### src/rtl/nibble_mul_seq_pkg.sv
// -----------------------------------------------------------------------------
// nibble_mul_seq_pkg
// Shared types, widths and helpers for the nibble-serial 8x8 multiplier
// sequencer (nibble_mul_seq) and its shift-tag delay line.
// -----------------------------------------------------------------------------
package nibble_mul_seq_pkg;

    localparam int NIB_W   = 4;
    localparam int OP_W    = 8;
    localparam int RES_W   = 16;
    localparam int N_PAIRS = 4;
    localparam int TAG_W   = 2;

    typedef enum logic [0:0] {
        IDLE = 1'b0,
        RUN  = 1'b1
    } state_t;

    // Shift tag: number of nibble positions (0, 1 or 2) a partial product
    // must be moved left before it is added into the accumulator.
    typedef logic [TAG_W-1:0] tag_t;

    // Pair k multiplies a_nib[k[0]] by b_nib[k[1]], so its weight is k[0]+k[1].
    function automatic tag_t pair_tag(input logic [1:0] k);
        return tag_t'(k[0]) + tag_t'(k[1]);
    endfunction

    function automatic logic [NIB_W-1:0] nib_of(input logic [OP_W-1:0] v,
                                                 input logic             hi);
        return hi ? v[7:4] : v[3:0];
    endfunction

    // Place an 8-bit partial product at its nibble weight inside 16 bits.
    function automatic logic [RES_W-1:0] align_pp(input logic [OP_W-1:0] pp,
                                                   input tag_t            tag);
        logic [RES_W-1:0] w;
        w = {8'h00, pp};
        case (tag)
            2'd1:    return w << 4;
            2'd2:    return w << 8;
            default: return w;
        endcase
    endfunction

endpackage

### src/rtl/nibble_mul_seq_tag_delay.sv
// -----------------------------------------------------------------------------
// nibble_tag_delay
// DEPTH-stage shift register carrying {valid, shift_tag} alongside the external
// multiplier so each returning partial product arrives with its weight.
// DEPTH = 0 is a pure pass-through.
//   clk, reset        : clock, async active-high reset (clears all stages)
//   vld_in, tag_in    : tag launched with the operands
//   vld_out, tag_out  : tag aligned with mul_product
// -----------------------------------------------------------------------------
module nibble_tag_delay
    import nibble_mul_seq_pkg::*;
#(
    parameter int DEPTH = 1
) (
    input  logic clk,
    input  logic reset,
    input  logic vld_in,
    input  tag_t tag_in,
    output logic vld_out,
    output tag_t tag_out
);

    generate
        if (DEPTH == 0) begin : g_pass
            logic unused_clk_rst;
            assign unused_clk_rst = clk ^ reset;
            assign vld_out = vld_in;
            assign tag_out = tag_in;
        end else begin : g_regs
            logic [DEPTH-1:0] vld_pipe;
            tag_t [DEPTH-1:0] tag_pipe;

            always_ff @(posedge clk or posedge reset) begin
                if (reset) begin
                    vld_pipe <= '0;
                    tag_pipe <= '0;
                end else begin
                    vld_pipe[0] <= vld_in;
                    tag_pipe[0] <= tag_in;
                    for (int i = 1; i < DEPTH; i++) begin
                        vld_pipe[i] <= vld_pipe[i-1];
                        tag_pipe[i] <= tag_pipe[i-1];
                    end
                end
            end

            assign vld_out = vld_pipe[DEPTH-1];
            assign tag_out = tag_pipe[DEPTH-1];
        end
    endgenerate

endmodule

### src/rtl/nibble_mul_seq.sv
// -----------------------------------------------------------------------------
// nibble_mul_seq
// Multi-cycle 8x8 unsigned multiplier built around an external 4x4 multiplier.
// Four nibble pairs are issued on consecutive cycles; returning partial
// products are shifted by their tag and accumulated into a 16-bit result.
//   clk, reset          : clock, async active-high reset
//   start, op_a, op_b   : request + operands (sampled only in IDLE)
//   busy                : operation in progress (accept edge .. done edge)
//   done                : one-cycle pulse, result valid
//   result              : op_a*op_b, held until the next done
//   mul_op1, mul_op2    : nibbles to the external multiplier
//   mul_product         : partial product, MUL_LATENCY cycles after operands
// -----------------------------------------------------------------------------
module nibble_mul_seq
    import nibble_mul_seq_pkg::*;
#(
    parameter int MUL_LATENCY = 1
) (
    input  logic             clk,
    input  logic             reset,
    input  logic             start,
    input  logic [OP_W-1:0]  op_a,
    input  logic [OP_W-1:0]  op_b,
    output logic             busy,
    output logic             done,
    output logic [RES_W-1:0] result,
    output logic [NIB_W-1:0] mul_op1,
    output logic [NIB_W-1:0] mul_op2,
    input  logic [OP_W-1:0]  mul_product
);

    // Edges from accept to the final capture; also the RUN length in cycles.
    localparam int CNT_W     = 3;
    localparam int RUN_EDGES = N_PAIRS + MUL_LATENCY;

    state_t           state, state_nxt;
    logic             accept, finish;
    logic [CNT_W-1:0] cnt;          // index of the next RUN edge (E1, E2, ...)
    logic [OP_W-1:0]  a_q, b_q;
    logic [RES_W-1:0] acc, acc_nxt;
    logic             issue_vld, cap_vld;
    tag_t             issue_tag, cap_tag;

    // ---------------- FSM ----------------
    always_ff @(posedge clk or posedge reset) begin
        if (reset) state <= IDLE;
        else       state <= state_nxt;
    end

    always_comb begin
        state_nxt = state;
        accept    = 1'b0;
        finish    = 1'b0;
        case (state)
            IDLE: if (start) begin
                accept    = 1'b1;
                state_nxt = RUN;
            end
            RUN: if (cnt == CNT_W'(RUN_EDGES)) begin
                finish    = 1'b1;
                state_nxt = IDLE;
            end
            default: state_nxt = IDLE;
        endcase
    end

    assign busy = (state == RUN);

    // ---------------- tag pipe ----------------
    // Tags are launched together with the registered operands, so after
    // MUL_LATENCY stages they line up with the matching mul_product.
    nibble_tag_delay #(.DEPTH(MUL_LATENCY)) u_tag_delay (
        .clk     (clk),
        .reset   (reset),
        .vld_in  (issue_vld),
        .tag_in  (issue_tag),
        .vld_out (cap_vld),
        .tag_out (cap_tag)
    );

    assign acc_nxt = cap_vld ? acc + align_pp(mul_product, cap_tag) : acc;

    // ---------------- datapath ----------------
    always_ff @(posedge clk or posedge reset) begin
        if (reset) begin
            a_q       <= '0;
            b_q       <= '0;
            acc       <= '0;
            cnt       <= '0;
            result    <= '0;
            done      <= 1'b0;
            mul_op1   <= '0;
            mul_op2   <= '0;
            issue_vld <= 1'b0;
            issue_tag <= '0;
        end else begin
            // Operands default to zero so the multiplier sees 0 outside issue.
            done      <= 1'b0;
            mul_op1   <= '0;
            mul_op2   <= '0;
            issue_vld <= 1'b0;
            issue_tag <= '0;
            if (accept) begin
                a_q       <= op_a;
                b_q       <= op_b;
                acc       <= '0;
                cnt       <= CNT_W'(1);
                // Pair 0 goes out on the accept edge itself.
                mul_op1   <= nib_of(op_a, 1'b0);
                mul_op2   <= nib_of(op_b, 1'b0);
                issue_vld <= 1'b1;
                issue_tag <= pair_tag(2'd0);
            end else if (state == RUN) begin
                cnt <= cnt + CNT_W'(1);
                acc <= acc_nxt;
                if (cnt < CNT_W'(N_PAIRS)) begin
                    mul_op1   <= nib_of(a_q, cnt[0]);
                    mul_op2   <= nib_of(b_q, cnt[1]);
                    issue_vld <= 1'b1;
                    issue_tag <= pair_tag(cnt[1:0]);
                end
                if (finish) begin
                    result <= acc_nxt;
                    done   <= 1'b1;
                end
            end
        end
    end

endmodule

### config.mk
export PLATFORM = sky130hd
export DESIGN_NAME = nibble_mul_seq
export DESIGN_NICKNAME = d
export VERILOG_FILES = /design/src/rtl/nibble_mul_seq_pkg.sv /design/src/rtl/nibble_mul_seq_tag_delay.sv /design/src/rtl/nibble_mul_seq.sv
export SDC_FILE = /design/constraint.sdc
export NUM_CORES = 1
export LEC_CHECK = 0
export ABC_AREA = 1
export BUFFER_PORTS_ARGS = -buffer_cell sky130_fd_sc_hd__clkbuf_2
export CORE_AREA = 2 2 134 71
export CTS_BUF_LIST = sky130_fd_sc_hd__clkbuf_4 sky130_fd_sc_hd__clkbuf_8 sky130_fd_sc_hd__clkbuf_16
export CTS_CLUSTER_DIAMETER = 80
export CTS_CLUSTER_SIZE = 16
export DETAILED_ROUTE_END_ITERATION = 7
export DIE_AREA = 0 0 136 73
export GPL_TIMING_DRIVEN = 0
export PLACE_DENSITY_LB_ADDON = 0.2
export SLEW_MARGIN = 20
export SYNTH_ARGS = -nofsm -noshare
export SYNTH_HDL_FRONTEND = slang
export SYNTH_SLANG_ARGS = --single-unit
export TNS_END_PERCENT = 5
### constraint.sdc
create_clock -name clk -period 7.1 [get_ports clk]
set_clock_uncertainty 0.05 [all_clocks]
set_input_delay 0.355 -clock clk [delete_from_list [all_inputs] [get_ports clk]]
set_output_delay 0.355 -clock clk [all_outputs]
set_load 0.05 [all_outputs]
After elaboration in Yosys (flattened, before gate mapping) --
Index checks and enable logic that the tools add are counted.
Word-level totals: output and inout port bits 26, register bits after elaboration 67, word-level logic and storage cells 53, bits of input ports 27
Operators by class: magnitude comparators 1, bitwise operators 2, mux-type cells 29, add/sub/neg operators 3, reduce and logical (&&, ||, !) cells 2, eq/ne operators 3
Operators by type and width (number):
- $mux W16 | 3
- $mux W4 | 8
- $pmux W16 S2 | 1
- $add A16 B16 Y16 | 1
- $mux W1 | 11
- $mux W2 | 3
- $mux W3 | 2
- $add A3 B1 Y3 const B | 1
- $eq A3 B3 Y1 const B | 1
- $lt A3 B3 Y1 const B | 1
- $reduce_and A3 Y1 | 1
- $add A1 B1 Y2 | 1
- $eq A2 B1 Y1 const B | 1
- $eq A2 B2 Y1 const B | 1
- $not A1 Y1 | 2
- $pmux W1 S2 | 1
- $reduce_bool A2 Y1 | 1

Depth between registers and ports, before layout --
Gate-level depths: netlist (run 1).
depth in word-level cells 6, mapped depth 16, gate-level depth less buffers 16

By module --
From an unflattened synthesis (run 1), not the netlist that was laid out.
Second synthesis, totals: cells, all modules 509, area total of the unflattened synthesis 3847.4 sq um
By module, submodules not included:
- nibble_mul_seq | instances 1, seq. area each 1601.5 sq um, cells an instance 505, area an instance 3768.6 sq um
- nibble_tag_delay | instances 1, seq. area each 75.1 sq um, cells an instance 4, area an instance 78.8 sq um

Least setup slack after synthesis (run 1) --
No wires, ideal clock.
kind register -> register, start point reg u_tag_delay.g_regs.tag_pipe, in the netlist u_tag_delay.tag_out[0], end point reg result[15], path buffers 0, library setup time 118 ps, data arrival time 2126 ps, required time 6932 ps, period minus slack after synthesis 2293 ps, cell stages (with the launch flop) 17, path slack 4807 ps, cell sequence dfrtp_1 -> inv_1 -> ha_1 -> clkinv_1 -> nand2_1 -> o22ai_1 -> ha_1 -> nand2_2 -> inv_2 -> nand2_1 -> nand2_1 -> a21oi_1 -> nand2_1 -> nand2_1 -> nand3_1 -> nand3_1 -> nand2_1
Between the ends: word-level cells in the longest chain between the ends 4, elaborated cells on any way between the ends 5, classes of those cells add/sub: 1; eq/ne: 2; mux: 2
RTL lines:
- start: declaration | line nibble_mul_seq_tag_delay.sv:31 | tag_t [DEPTH-1:0] tag_pipe;
- start signal: indexed assignment | line nibble_mul_seq_tag_delay.sv:42 | tag_pipe[i] <= tag_pipe[i-1];
- $eq A2 B2 Y1 / $eq A2 B1 Y1 (equally long branches) | line nibble_mul_seq_pkg.sv:38 | case (tag)
- $pmux W16 S2 (*) | line nibble_mul_seq_pkg.sv:38
- $add A16 B16 Y16 (*) | line nibble_mul_seq.sv:81 | assign acc_nxt = cap_vld ? acc + align_pp(mul_product, cap_tag) : acc;
- $mux W16 (*) | line nibble_mul_seq.sv:81
- end signal: assignment | line nibble_mul_seq.sv:123 | result <= acc_nxt;
- end: declaration | line nibble_mul_seq.sv:26 | output logic [RES_W-1:0] result,
Mark *: on every way between the ends. The rest lies on a longest branch, timed or not. A chain may end at the register's enable or synchronous reset.

Worst setup path in the final report (run 1) --
start point reg u_tag_delay.g_regs.tag_pipe, in the netlist u_tag_delay.tag_out[0], end point reg result[13]
Same word-level chain as after synthesis.

==> out/metrics.yaml, run 1 <==
critical_path:
  cp-end-kind: "register"
  critPathArrivalTime_ps: 3000
  reg2reg_depth: 16
  worstSetupPathType: "register to register"
  startpoint_type: "register"
  cp.required_ps: 7280
  worstReg2RegStart: "u_tag_delay.tag_out[0]"
  worstReg2RegEnd: "result[13]"
  crit_fanout: 9
  r2r_setup_slack_ps: 4280
routing:
  via_count: 3372
  ant_nets: 0
  routedWlPerCell_um: 13.55
  via_per_inst: 4.797
  remaining_drc_errors: 0
  drt_iter0_drc: 209
  wl_um: 9528
  drtPass1Iterations: 5
sta:
  period_share: 0.3977
  rsz0062_at_grt: "false"
  tightest_slew_ps: 449.3
  slew_viol_final: 0
  finalSetupTns_ps: 0
  setup_violations: 0
  hold_slack_ps: 177.5
  max_freq_ghz: 0.3542
  hold_viol_final: 0
  fin_crit_ps: 2823
  slew-limit-headroom: 0.7005
clock_tree:
  clk_pin_slew_ps: 50
  cts_buffers: 9
  h-tree-depth: 3
  clock_path_buffers: 2
  cts_tree: "built"
  clock_latency_ps: 340
  postCtsResizedCells: 0
  post_cts_buffers: 0
  cts.sinks: 67
  cts_root_buf: "clkbuf_16"
die:
  row_count: 25
  core_sq_um: 8946
  dieArea_sq_um: 9928
  io_pins: 53
  start_util: 0.4297
  fp.dieW_um: 136
  die_y_um: 73
synthesis:
  syn_inst: 512
  yosys_most_used_dff: "dfrtp_1"
  netlist_top_cells_count: "181 x nand2_1, 75 x inv_1, 67 x dfrtp_1"
  synthTopCellsByArea: "dfrtp_1 44%, nand2_1 18%, inv_1 7.3%, ha_1 6.5%, nand3_1 4.9%"
  ys_types: 29
  synthesis.nets: 560
  ys_seq_area_frac: 0.4362
  syn_area_sq_um: 3844
  synth_edf_count: 0
  yosys.area.top_type_share: 0.4362
  yosysMostFrequentCell: "nand2_1"
  yosys_warnings: 0
  synthArstFlopShare: 1.000
  ys_ff_latch: 67
  syn_area_per_cell_sq_um: 7.507
  yosysTopAreaCell: "dfrtp_1"
place:
  dp_hpwl_um: 7372
  io_buffers: 52
  post_dp_cell_area_sq_um: 4285
  place_inst: 686
  routabilityCongestion: 0.8965
layout:
  fillCellCount: 894
  stdcell_count: 703
  layout-drive-gt1-share: 0.1856
  nNetsFinal: 625
  area_delta_synth_final_pct: 19.56
  fin_area_sq_um: 4596
  antennaDiodeCount: 0
grt:
  grt-ovfl-total: 0
  antenna_found_initial: 0
  grt_pass1_wl_um: 15650
  grt_pass1_vias: 3102
  grt_usage: 0.2116
  grt_max_degree: 55
job:
  cap_violations: 0
worst_hold_path:
  hold_path.class: "primary input to register"
  min_from: "op_b[5]"
  whs_path_depth: 3
  min_to: "b_q[5]"
run_status:
  status: "completed"
==> cells by family (layout without fill, tap and decap cells) <==
family | Yosys count | after routing | synth area share
buf+inv | 95 | 165 | 0.1019
flops | 67 | 67 | 0.4362
compound gates | 60 | 60 | 0.08366
simple gates | 262 | 262 | 0.2920
fa+ha+maj | 21 | 21 | 0.07031
xor+xnor | 7 | 7 | 0.01595
==> registers in the layout, indices dropped and copies added (netlist names) <==
register             cells
busy                     1
a_q                      8
mul_op2                  4
issue_tag                2
u_tag_delay.tag_out      2
u_tag_delay.vld_out      1
cnt                      3
issue_vld                1
mul_op1                  4
b_q                      8
done                     1
result                  16
acc                     16
==> worst max-delay path, stage by stage, from the launching register on <==
cell and delay [ps]:
dfrtp_1 370, inv_1 50, ha_1 350, clkinv_1 170, nand2_1 130, o22ai_1 330
ha_1 360, nand2_2 150, inv_1 50, nand2_1 60, nand2_1 50, a21oi_1 170
nand2_1 70, nand2_1 60, nand3_1 100, nand3_1 120, nand2_1 50
==> worst max-delay path by stage <==
| stage | startpoint | to | slack [ps] | depth (start not counted) |
|---|---|---|---|---|
| finish | u_tag_delay.tag_out[0] | result[13] | 4280 | 16 |
| global route | u_tag_delay.tag_out[0] | result[15] | 4010 | 16 |
| CTS | u_tag_delay.tag_out[0] | result[13] | 4320 | 16 |
| detailed placement | u_tag_delay.tag_out[0] | result[13] | 4340 | 16 |
| global placement | reset | result[0] | 4190 | 2 |
| floorplan | u_tag_delay.tag_out[0] | result[15] | 4810 | 16 |
==> cell type report <==
class | count | area [sq um] | area share
multi-input combinational | 350 | 1775 | 0.3863
sequential | 67 | 1677 | 0.3648
inverter | 83 | 314.1 | 0.06834
timing repair buffer | 54 | 297.8 | 0.06480
clock buffer | 15 | 295.3 | 0.06425
tap | 121 | 151.4 | 0.03294
buffer | 12 | 80.08 | 0.01742
clock inverter | 1 | 5.005 | 0.001089
==> through the flow <==
stage	setup WS, ps	utilization
global route	4014	0.5137
finish	4277	0.5137
detailed placement	4340	0.4790
global placement	4186	0.4757
floorplan	4807	-
CTS	4318	0.5137
==> placed cells by master, fill, tap and decap left out, types with 5 or more instances in the layout <==
cell       netlist  layout
o21ai_1          5       5
nor2_1          17      17
nand2_1        181     181
o22ai_1         14      14
nand2_2          5       5
nand3_1         38      38
dfrtp_1         67      67
a21oi_1          9       9
clkbuf_16        0       9
clkbuf_2         0      52
inv_2            7       7
o21ai_0         31      31
or2_2            7       7
inv_1           75      74
ha_1            20      20
==> layer usage <==
metal | track usage | up-vias | share of wire
li1 | - | 1737 | -
met1 | 0.3244 | 1537 | 0.54
met4 | 0.04514 | 0 | 0.0098
met5 | 0 | - | 0
met3 | 0.08194 | 9 | 0.074
met2 | 0.2764 | 89 | 0.37
==> what timing repair did <==
item	CTS	global route
endpoints found under the setup margin	0	0
hold buffers	1	0
endpoints found under the hold margin	13	0
Power of run 1 is not shown: default switching activity piles up to over one toggle a cycle in this logic, so the estimate is an artifact.
==> run 2, diff against run 1 <==
Clock period 7.1 ns to 2.9 ns, I/O delays scaled along.
==> run 2 against run 1 <==
  * Register-to-register slack got worse by 4000 ps
  * Cell count rose by 2.3%
  * Die area did not move
  * Via count rose by 2.3%
  * Worst hold slack got worse by 150 ps
  * Cell area rose by 4.0%
  * Non-clock buffer count rose by 16
  * Sequential share of layout area fell by 1.4 points
  * Highest routed layer unchanged
==> out/metrics.yaml, run 2 (synthesized netlist as in run 1, its figures left out) <==
grt:
  grt_pass1_wl_um: 16040  # was 15650 um
  antenna_found_initial: 0  # unchanged
  grt_pass1_vias: 3194  # was 3102
  grt_usage: 0.2170  # was 0.2116
  grt_max_degree: 55  # unchanged
  grt-ovfl-total: 0  # unchanged
routing:
  ant_nets: 0  # unchanged
  drtPass1Iterations: 5  # unchanged
  via_per_inst: 4.796  # was 4.797
  via_count: 3448  # was 3372
  wl_um: 9826  # was 9528 um
  routedWlPerCell_um: 13.67  # was 13.55 um
  remaining_drc_errors: 0  # unchanged
  drt_iter0_drc: 243  # was 209
sta:
  rsz0062_at_grt: "false"  # unchanged
  slew-limit-headroom: 0.7033  # was 0.7005
  max_freq_ghz: 0.3795  # was 0.3542 GHz
  setup_violations: 0  # unchanged
  fin_crit_ps: 2635  # was 2823 ps
  finalSetupTns_ps: 0  # unchanged
  period_share: 0.9087  # was 0.3977
  tightest_slew_ps: 445.0  # was 449.3 ps
  slew_viol_final: 0  # unchanged
  hold_viol_final: 0  # unchanged
job:
  cap_violations: 0  # unchanged
clock_tree:
  cts_buffers: 9  # unchanged
  clk_pin_slew_ps: 50  # about the same
  cts.sinks: 67  # unchanged
  cts_root_buf: "clkbuf_16"  # unchanged
  h-tree-depth: 3  # unchanged
  clock_path_buffers: 2  # unchanged
  clock_latency_ps: 340  # about the same
  cts_tree: "built"  # unchanged
critical_path:
  cp-startpoint: "u_tag_delay.tag_out[0]"  # unchanged
  r2r_setup_slack_ps: 260  # was 4280 ps
  startpoint_type: "register"  # unchanged
  crit_fanout: 8  # was 9
  endpoint: "result[15]"  # was result[13]
  worstReg2RegEnd: "result[15]"  # was result[13]
  cp.required_ps: 3070  # was 7280 ps
  worstSetupPathType: "register to register"  # unchanged
  worstReg2RegStart: "u_tag_delay.tag_out[0]"  # unchanged
  reg2reg_depth: 16  # unchanged
  cp-end-kind: "register"  # unchanged
  critPathArrivalTime_ps: 2810  # was 3000 ps
die:
  core_sq_um: 8946  # unchanged
  io_pins: 53  # unchanged
  start_util: 0.4297  # unchanged
  dieArea_sq_um: 9928  # unchanged
  fp.dieW_um: 136  # unchanged
  row_count: 25  # unchanged
  die_y_um: 73  # unchanged
pwr:
  cellLeakagePower_nw: 2.661
  total_power_mw: 6.554
  powerDensity_nw_per_um2: 1371
  vdd_drop_max_uv: 821.5
place:
  io_buffers: 52  # unchanged
  routabilityCongestion: 0.8965  # unchanged
  dp_hpwl_um: 7372  # unchanged
layout:
  final_common_cell: "nand2_1"  # unchanged
  layout.cells.most_common_list: "181 x nand2_1, 74 x inv_1, 67 x dfrtp_1"  # unchanged
  area_delta_synth_final_pct: 24.35  # was 19.56%
  layout-drive-gt1-share: 0.1890  # was 0.1856
  antennaDiodeCount: 0  # unchanged
  nNetsFinal: 641  # was 625
  largestRegisters: "acc: 16 flops, result: 16 flops"  # unchanged
worst_hold_path:
  hold_path.class: "primary input to register"  # unchanged
run_status:
  status: "completed"  # unchanged
==> run 2: cell types whose count changed in the layout (fill, tap and decap cells not counted), sizes merged <==
cell         delta
dlygate4sd3    +15
clkinv          -1
buf             +1
clkinvlp        +1
==> run 2: layout make-up <==
class                   count  area (sq um)
flip-flops and latches     67          1677
well taps                 121         151.4
inverters                  83         317.8
repair buffers             70         455.4
clock buffers              15         295.3
multi-input cells         350          1798
plain buffers              12         80.08
clock inverters             1         5.005
fillers                   876          4167
==> run 2: worst min-delay path by stage <==
stage	from	end	slack, ps	cells past startpoint
3_5_place_dp	reset	mul_op2[3]	20	2
5_1_grt	op_b[4]	b_q[4]	40	3
2_1_floorplan	op_b[5]	b_q[5]	210	2
4_1_cts	op_b[4]	b_q[4]	30	3
3_3_place_gp	issue_vld	u_tag_delay.vld_out	290	0
6_report	op_b[4]	b_q[4]	20	3
==> run 2: report_power, final <==
part / internal, mW / switching (mW)
Sequential: 1.41 / 0.282
Clock: 0.690 / 0.387
Combinational: 1.24 / 2.54
==> run 2: timing repair <==
item | CTS | global route
buffers inserted | 0 | 1
gates resized for setup | 0 | 5
hold buffers | 16 | 0
endpoints found under the hold margin | 88 | 0
setup endpoints to repair | 0 | 13
==> run 2: through the flow <==
| step | setup WS (ps) | area [sq um] | instances | hold WS, ps | util |
|---|---|---|---|---|---|
| CTS | 117.6 | 4746 | 718 | 30.04 | 0.5305 |
| floorplan | 606.6 | 3844 | 512 | 211.6 | - |
| detailed placement | 139.8 | 4285 | 686 | 19.30 | 0.4790 |
| global placement | 153.1 | 4255 | 685 | 288.0 | 0.4757 |
| finish | 264.8 | 4780 | 719 | 22.73 | 0.5343 |
| global route | 55.14 | 4780 | 719 | 41.54 | 0.5343 |
==> run 2: routing by layer <==
layer / GRT usage / vias up / wire length, um / part of all wire
li1: - / 1764 / - / -
met1: 0.3259 / 1581 / 5168 / 0.53
met2: 0.2942 / 96 / 3821 / 0.39
met3: 0.08194 / 7 / 759 / 0.077
met4: 0.04514 / 0 / 76 / 0.0077
met5: 0 / - / 0 / 0
==> run 2: critical path: stages (launching register included) <==
cell and delay, ps:
dfrtp_1 400, inv_1 110, ha_4 230, clkinvlp_4 130, nand2_1 130, o22ai_1 270
ha_1 350, nand2_2 120, inv_2 40, nand2_1 80, nand2_1 100, a21oi_2 160
nand2_1 70, nand2_1 50, nand3_1 100, nand3_1 90, nand2_1 50
Power figures use the tool's default switching activity.
